File: src/rtl/gb_cpu_common_pkg.sv
// -----------------------------------------------------------------------------
// gb_cpu_common_pkg
// Shared definitions for the Game Boy CPU datapath: register selector
// encodings for the 8-bit file and the 16-bit pairs, and the architectural
// reset values of SP and PC.
// -----------------------------------------------------------------------------
package gb_cpu_common_pkg;

    // 8-bit register selector. Pairs are laid out so that a pair index p
    // maps to high byte 2p and low byte 2p+1 (B/C, D/E, H/L).
    typedef enum logic [2:0] {
        REG_B = 3'd0,
        REG_C = 3'd1,
        REG_D = 3'd2,
        REG_E = 3'd3,
        REG_H = 3'd4,
        REG_L = 3'd5,
        REG_F = 3'd6,
        REG_A = 3'd7
    } reg8_t;

    // 16-bit pair selector.
    typedef enum logic [1:0] {
        PAIR_BC = 2'd0,
        PAIR_DE = 2'd1,
        PAIR_HL = 2'd2,
        PAIR_SP = 2'd3
    } reg16_pair_t;

    localparam logic [15:0] SP_RESET = 16'hFFFE;
    localparam logic [15:0] PC_RESET = 16'h0000;

endpackage : gb_cpu_common_pkg

File: src/rtl/gb_cpu_regfile.sv
// -----------------------------------------------------------------------------
// gb_cpu_regfile
// Register file for the Game Boy CPU: A,F,B,C,D,E,H,L, SP and PC.
//
// Ports
//   CLK, RESET                  clock, synchronous active-high reset
//   RD_SEL_0/1, RD_DATA_0/1     two combinational 8-bit read ports (ALU inputs)
//   CARRY_OUT                   stored carry flag F[4]
//   WR_EN, WR_SEL, WR_DATA      8-bit write port (ALU result)
//   FLAG_WE, FLAG_IN            per-flag write mask/values, ordered {Z,N,H,C}
//   PAIR_SEL, PAIR_RD           16-bit pair select (BC,DE,HL,SP) and read
//   PAIR_WE, PAIR_WR_DATA       16-bit pair load
//   PAIR_INC, PAIR_DEC          modulo-2^16 pair increment / decrement
//   PC_OUT, PC_INC, PC_LOAD,
//   PC_LOAD_DATA                program counter and its update controls
//   DBG_REGS                    (only with GB_CPU_REGFILE_DBG_EN defined)
//                               {A,F,B,C,D,E,H,L,SP,PC}, MSB first
//
// Configuration macro: GB_CPU_REGFILE_DBG_EN
// -----------------------------------------------------------------------------
module gb_cpu_regfile
    import gb_cpu_common_pkg::*;
(
    input  logic        CLK,
    input  logic        RESET,
    input  logic [2:0]  RD_SEL_0,
    input  logic [2:0]  RD_SEL_1,
    output logic [7:0]  RD_DATA_0,
    output logic [7:0]  RD_DATA_1,
    output logic        CARRY_OUT,
    input  logic        WR_EN,
    input  logic [2:0]  WR_SEL,
    input  logic [7:0]  WR_DATA,
    input  logic [3:0]  FLAG_WE,
    input  logic [3:0]  FLAG_IN,
    input  logic [1:0]  PAIR_SEL,
    output logic [15:0] PAIR_RD,
    input  logic        PAIR_WE,
    input  logic [15:0] PAIR_WR_DATA,
    input  logic        PAIR_INC,
    input  logic        PAIR_DEC,
    output logic [15:0] PC_OUT,
    input  logic        PC_INC,
    input  logic        PC_LOAD,
    input  logic [15:0] PC_LOAD_DATA
`ifdef GB_CPU_REGFILE_DBG_EN
    ,
    output logic [95:0] DBG_REGS
`endif
);

    // Slot REG_F of the byte array is never written; F lives in f_hi, whose
    // bits 3..0 are Z,N,H,C (F[7:4]). F[3:0] therefore cannot hold anything.
    logic [7:0]  r8     [0:7];
    logic [3:0]  f_hi;
    logic [15:0] sp;
    logic [15:0] pc;

    logic [7:0]  r8_nxt [0:7];
    logic [3:0]  f_nxt;
    logic [15:0] sp_nxt;
    logic [15:0] pc_nxt;

    logic [2:0]  hi_idx;
    logic [2:0]  lo_idx;
    logic [15:0] pair_cur;
    logic [15:0] pair_new;
    logic        pair_upd;

    // ---------------------------------------------------------------- reads
    assign RD_DATA_0 = (RD_SEL_0 == REG_F) ? {f_hi, 4'h0} : r8[RD_SEL_0];
    assign RD_DATA_1 = (RD_SEL_1 == REG_F) ? {f_hi, 4'h0} : r8[RD_SEL_1];
    assign CARRY_OUT = f_hi[0];
    assign PC_OUT    = pc;

    assign hi_idx   = {PAIR_SEL, 1'b0};
    assign lo_idx   = {PAIR_SEL, 1'b1};
    assign pair_cur = (PAIR_SEL == PAIR_SP) ? sp : {r8[hi_idx], r8[lo_idx]};
    assign PAIR_RD  = pair_cur;

`ifdef GB_CPU_REGFILE_DBG_EN
    assign DBG_REGS = {r8[REG_A], f_hi, 4'h0, r8[REG_B], r8[REG_C], r8[REG_D],
                       r8[REG_E], r8[REG_H], r8[REG_L], sp, pc};
`endif

    // ----------------------------------------------------------- next state
    // INC and DEC together cancel; a pair load overrides both.
    assign pair_upd = PAIR_WE | (PAIR_INC ^ PAIR_DEC);
    assign pair_new = PAIR_WE  ? PAIR_WR_DATA :
                      PAIR_INC ? pair_cur + 16'd1 :
                                 pair_cur - 16'd1;

    always_comb begin
        // NOTE: every variable gets a hold value first so no path leaves it
        // unassigned, which would otherwise infer a latch.
        r8_nxt = r8;
        f_nxt  = f_hi;
        sp_nxt = sp;
        pc_nxt = pc;

        if (WR_EN) begin
            if (WR_SEL == REG_F) f_nxt = WR_DATA[7:4];
            else                 r8_nxt[WR_SEL] = WR_DATA;
        end

        // Masked flags override an 8-bit write to F in the same cycle.
        for (int i = 0; i < 4; i++) begin
            if (FLAG_WE[i]) f_nxt[i] = FLAG_IN[i];
        end

        // Applied after the 8-bit write so the pair operation owns its bytes.
        if (pair_upd) begin
            if (PAIR_SEL == PAIR_SP) begin
                sp_nxt = pair_new;
            end else begin
                r8_nxt[hi_idx] = pair_new[15:8];
                r8_nxt[lo_idx] = pair_new[7:0];
            end
        end

        if (PC_LOAD)     pc_nxt = PC_LOAD_DATA;
        else if (PC_INC) pc_nxt = pc + 16'd1;
    end

    // ------------------------------------------------------------ registers
    // NOTE: sequential state uses non-blocking assignments so every register
    // samples pre-edge values regardless of statement order.
    always_ff @(posedge CLK) begin
        if (RESET) begin
            // NOTE: the byte array is reset explicitly; it is a handful of
            // architectural flops, not a RAM, so reset costs nothing.
            for (int i = 0; i < 8; i++) r8[i] <= 8'h00;
            f_hi <= 4'h0;
            sp   <= SP_RESET;
            pc   <= PC_RESET;
        end else begin
            r8   <= r8_nxt;
            f_hi <= f_nxt;
            sp   <= sp_nxt;
            pc   <= pc_nxt;
        end
    end

endmodule : gb_cpu_regfile

File: config.mk
export PLATFORM = sky130hd
export DESIGN_NAME = gb_cpu_regfile
export DESIGN_NICKNAME = d
export VERILOG_FILES = /design/src/rtl/gb_cpu_common_pkg.sv /design/src/rtl/gb_cpu_regfile.sv
export SDC_FILE = /design/constraint.sdc
export NUM_CORES = 1
export LEC_CHECK = 0
export CORE_ASPECT_RATIO = 1.75
export CORE_MARGIN = 1
export CORE_UTILIZATION = 54
export CTS_CLUSTER_SIZE = 20
export DETAILED_ROUTE_END_ITERATION = 8
export GPL_TIMING_DRIVEN = 0
export HOLD_SLACK_MARGIN = 0.03
export PLACE_DENSITY = 0.86
export SLEW_MARGIN = 25
export SYNTH_ARGS = -nofsm -noshare
export SYNTH_HDL_FRONTEND = slang
export SYNTH_SLANG_ARGS = --single-unit
File: constraint.sdc
create_clock -name CLK -period 4.6 [get_ports CLK]
set_input_delay 1.15 -clock CLK [delete_from_list [all_inputs] [get_ports CLK]]
set_output_delay 1.15 -clock CLK [all_outputs]
set_load 0.1 [all_outputs]
==> flow_summary.json <==
{
  "status": "complete, but fails checks",
  "violations": "design-rule violations",
  "vias": 6735,
  "regToRegSetupSlack_ps": 1190,
  "num_antenna_cells": 0,
  "drt_iter0_drc": 653,
  "final_hold_viol_count": 0,
  "synth_ff_type": "dfxtp_1",
  "grt_antenna_before_repair": 0,
  "drc": 13,
  "setup_viol": 0,
  "ir_drop_v": 0.000290,
  "antenna_left": 0,
  "hp-start": "sp[0]$_SDFFE_PP0P_",
  "power.leakage_nw": 3.04,
  "slew_viol_final": 0,
  "fin_crit_sh_pct": 98.4,
  "syn_to_final_growth_pct": 25.0,
  "gp_congestion": 1.00,
  "finalCriticalPeriod_ps": 4520,
  "drive_above_1_share_pct": 16.3,
  "place_ws_ps": -761,
  "die_h_microns": 146,
  "grt_pass1_wl_microns": 39000,
  "postSynthCellCount": 720,
  "insertion_delay_ps": 350,
  "synthArstFlopShare_pct": 0,
  "hold_path_end": "sp[0]$_SDFFE_PP0P_",
  "r2r_end": "r8[44]$_SDFF_PP0_",
  "drt_wl_total_microns": 26300,
  "synth_edf_count": 0,
  "instances_no_fill": 977,
  "core.rowCount": 52,
  "layout_common_cells": "nand2_1, dfxtp_1, clkdlybuf4s50_1",
  "p_seq_share_pct": 33.2,
  "cts-htree-levels": 3,
  "critPathLaunchType": "input port",
  "finClkSkew_ps": 7.17,
  "hp-class": "reg2reg",
  "dpl_cell_area_sq_um": 7690,
  "syn-num-nets": 803,
  "dp.cells": 961,
  "die_w_microns": 84.5,
  "critPathKind": "in2out",
  "combinationalPowerShare_pct": 39.6,
  "gr-total-overflow": 0,
  "initial_core_util_pct": 55.5,
  "max_freq_mhz": 221,
  "cts_buffers": 9,
  "relSlewSlack_pct": 31.8,
  "final_area_sq_um": 8030,
  "clkPwrFrac_pct": 27.2,
  "p_sw_mw": 1.15,
  "cp.required_ps": 3450,
  "die-area_sq_um": 12400,
  "layout_setup_ws_ps": 75.6,
  "yosysWarnings": 0,
  "clk_path_buf_depth": 2,
  "critPathCaptureType": "output pin",
  "firstDrtPassIters": 7,
  "routedWlPerCell_microns": 26.9,
  "power_mw": 2.79,
  "yosysUniqueCellTypes": 55,
  "port_buffers": 106,
  "final_common_cell": "nand2_1",
  "grt_usage_pct": 43.1,
  "r2r.worst_path.cells": 9,
  "grt_max_degree": 17,
  "rsz0062_at_grt": "true",
  "ys_seq_elements": 92,
  "io_pins": 116,
  "synthesis.area_sq_um": 6420,
  "fin_util_pct": 69.4,
  "p_int_mw": 1.64,
  "cts_root_buf": "clkbuf_16",
  "arrival_ps": 3370,
  "tightest_slew_ps": 1020,
  "hpwl_microns": 19900,
  "maxCapViolCount": 0,
  "path_clk_slew_ps": 70,
  "cts.sinks": 92,
  "powerDensity_nw_per_um2": 347,
  "core_area_sq_um": 11600,
  "fin_nets": 920,
  "grt_pass1_vias": 6965,
  "syn_avg_cell_area_sq_um": 8.92,
  "path_max_fanout": 10,
  "via_per_inst": 6.89,
  "hold_depth": 2,
  "seq_area_frac_synth_pct": 28.7,
  "rr_startpoint": "r8[17]$_SDFF_PP0_",
  "cts_tree": "done",
  "switching_share_pct": 41.2
}
## repair_timing
item / 4_1_cts / 5_1_grt
resized for setup: 82 / 14
hold buffers: 0 / 0
gates cloned: 0 / 0
pin swaps: 1 / 0
setup buffers: 0 / 0
endpoints found under the setup margin: 59 / 26
## cell type report
class | instances | area (sq um)
Multi-Input combinational cell | 562 | 4290
Fill cell | 990 | 3550
Sequential cell | 92 | 1840
Timing Repair Buffer | 106 | 1080
Buffer | 57 | 332
Clock buffer | 10 | 229
Tap cell | 135 | 169
Clock inverter | 6 | 63.8
Inverter | 9 | 33.8
## synthesized netlist by cell type, types with 4 or more instances
library cell	n	area, sq um
mux2i_1	34	340
dfxtp_1	92	1840
xor2_1	10	87.6
a22oi_1	9	67.6
a21o_1	6	45.0
a31oi_1	4	25.0
nand2_1	94	353
nand3_1	10	50.1
clkbuf_8	7	96.3
a21oi_1	49	245
nor3_1	10	50.1
ha_1	15	188
mux2_2	18	203
a211oi_1	52	390
mux4_2	39	878
clkbuf_1	37	139
nor2b_1	18	113
a311oi_1	10	87.6
and3_1	4	25.0
o211ai_1	6	45.0
buf_1	6	22.5
nand4_1	12	75.1
o21a_1	7	52.6
inv_1	7	26.3
nor2_1	71	267
nor3b_1	5	37.5
o21ai_0	28	140
xnor2_1	14	123
## worst max-delay path, cell delays in order
cell             delay, ps
clkdlybuf4s15_1        510
buf_2                  410
nor2_1                 360
a22oi_1                170
o21ai_2                200
clkdlybuf4s18_2        570
## logic make-up after synthesis
group                    synth area share [%]
AO/OA/AOI/OAI                            19.9
XOR/XNOR                                 3.27
adder cells (fa/ha/maj)                  3.23
buffers and inverters                    5.39
flip-flops                               28.7
multiplexers                             22.5
AND/OR/NAND/NOR                          17.0
## routing by layer
layer / wire [microns] / part of all wire [%] / vias up / GRT usage (%)
met1: 7910 / 30 / 3192 / 39.9
met5: 0 / 0 / - / 0
met4: 2740 / 10 / 0 / 41.7
met2: 13400 / 51 / 458 / 76.7
li1: - / - / 2925 / -
met3: 2200 / 8.3 / 160 / 8.65
## power groups by stage
stage	clock network, mW	registers [mW]	logic [mW]
floorplan	0	0.969	0.722
global placement	0	0.931	1.07
detailed placement	0	0.935	1.08
CTS	0.753	0.917	1.08
global route	0.786	0.927	1.15
finish	0.759	0.925	1.11
## flip-flops by register name (all words and copies together), names as in the netlist
register and count:
sp 16, f_hi 4, r8 56, PC_OUT 16
## stage by stage
stage	hold WS [ps]	setup TNS (ps)
final	460	0
after global routing	489	-2.34
after CTS	457	0
after detailed placement	448	-34200
after global placement	443	-34200
after floorplan	433	0
## worst max-delay path by stage
stage / start / end / cells after the start
global route: RD_SEL_0[1] / RD_DATA_0[2] / 6
detailed placement: PAIR_SEL[1] / PAIR_RD[6] / 5
floorplan: PAIR_SEL[0] / r8[47]$_SDFF_PP0_ / 12
global placement: PAIR_SEL[1] / PAIR_RD[6] / 5
CTS: RD_SEL_0[1] / RD_DATA_0[7] / 5
finish: RD_SEL_0[1] / RD_DATA_0[2] / 6
Note: power is estimated with default switching activity, not from simulation.
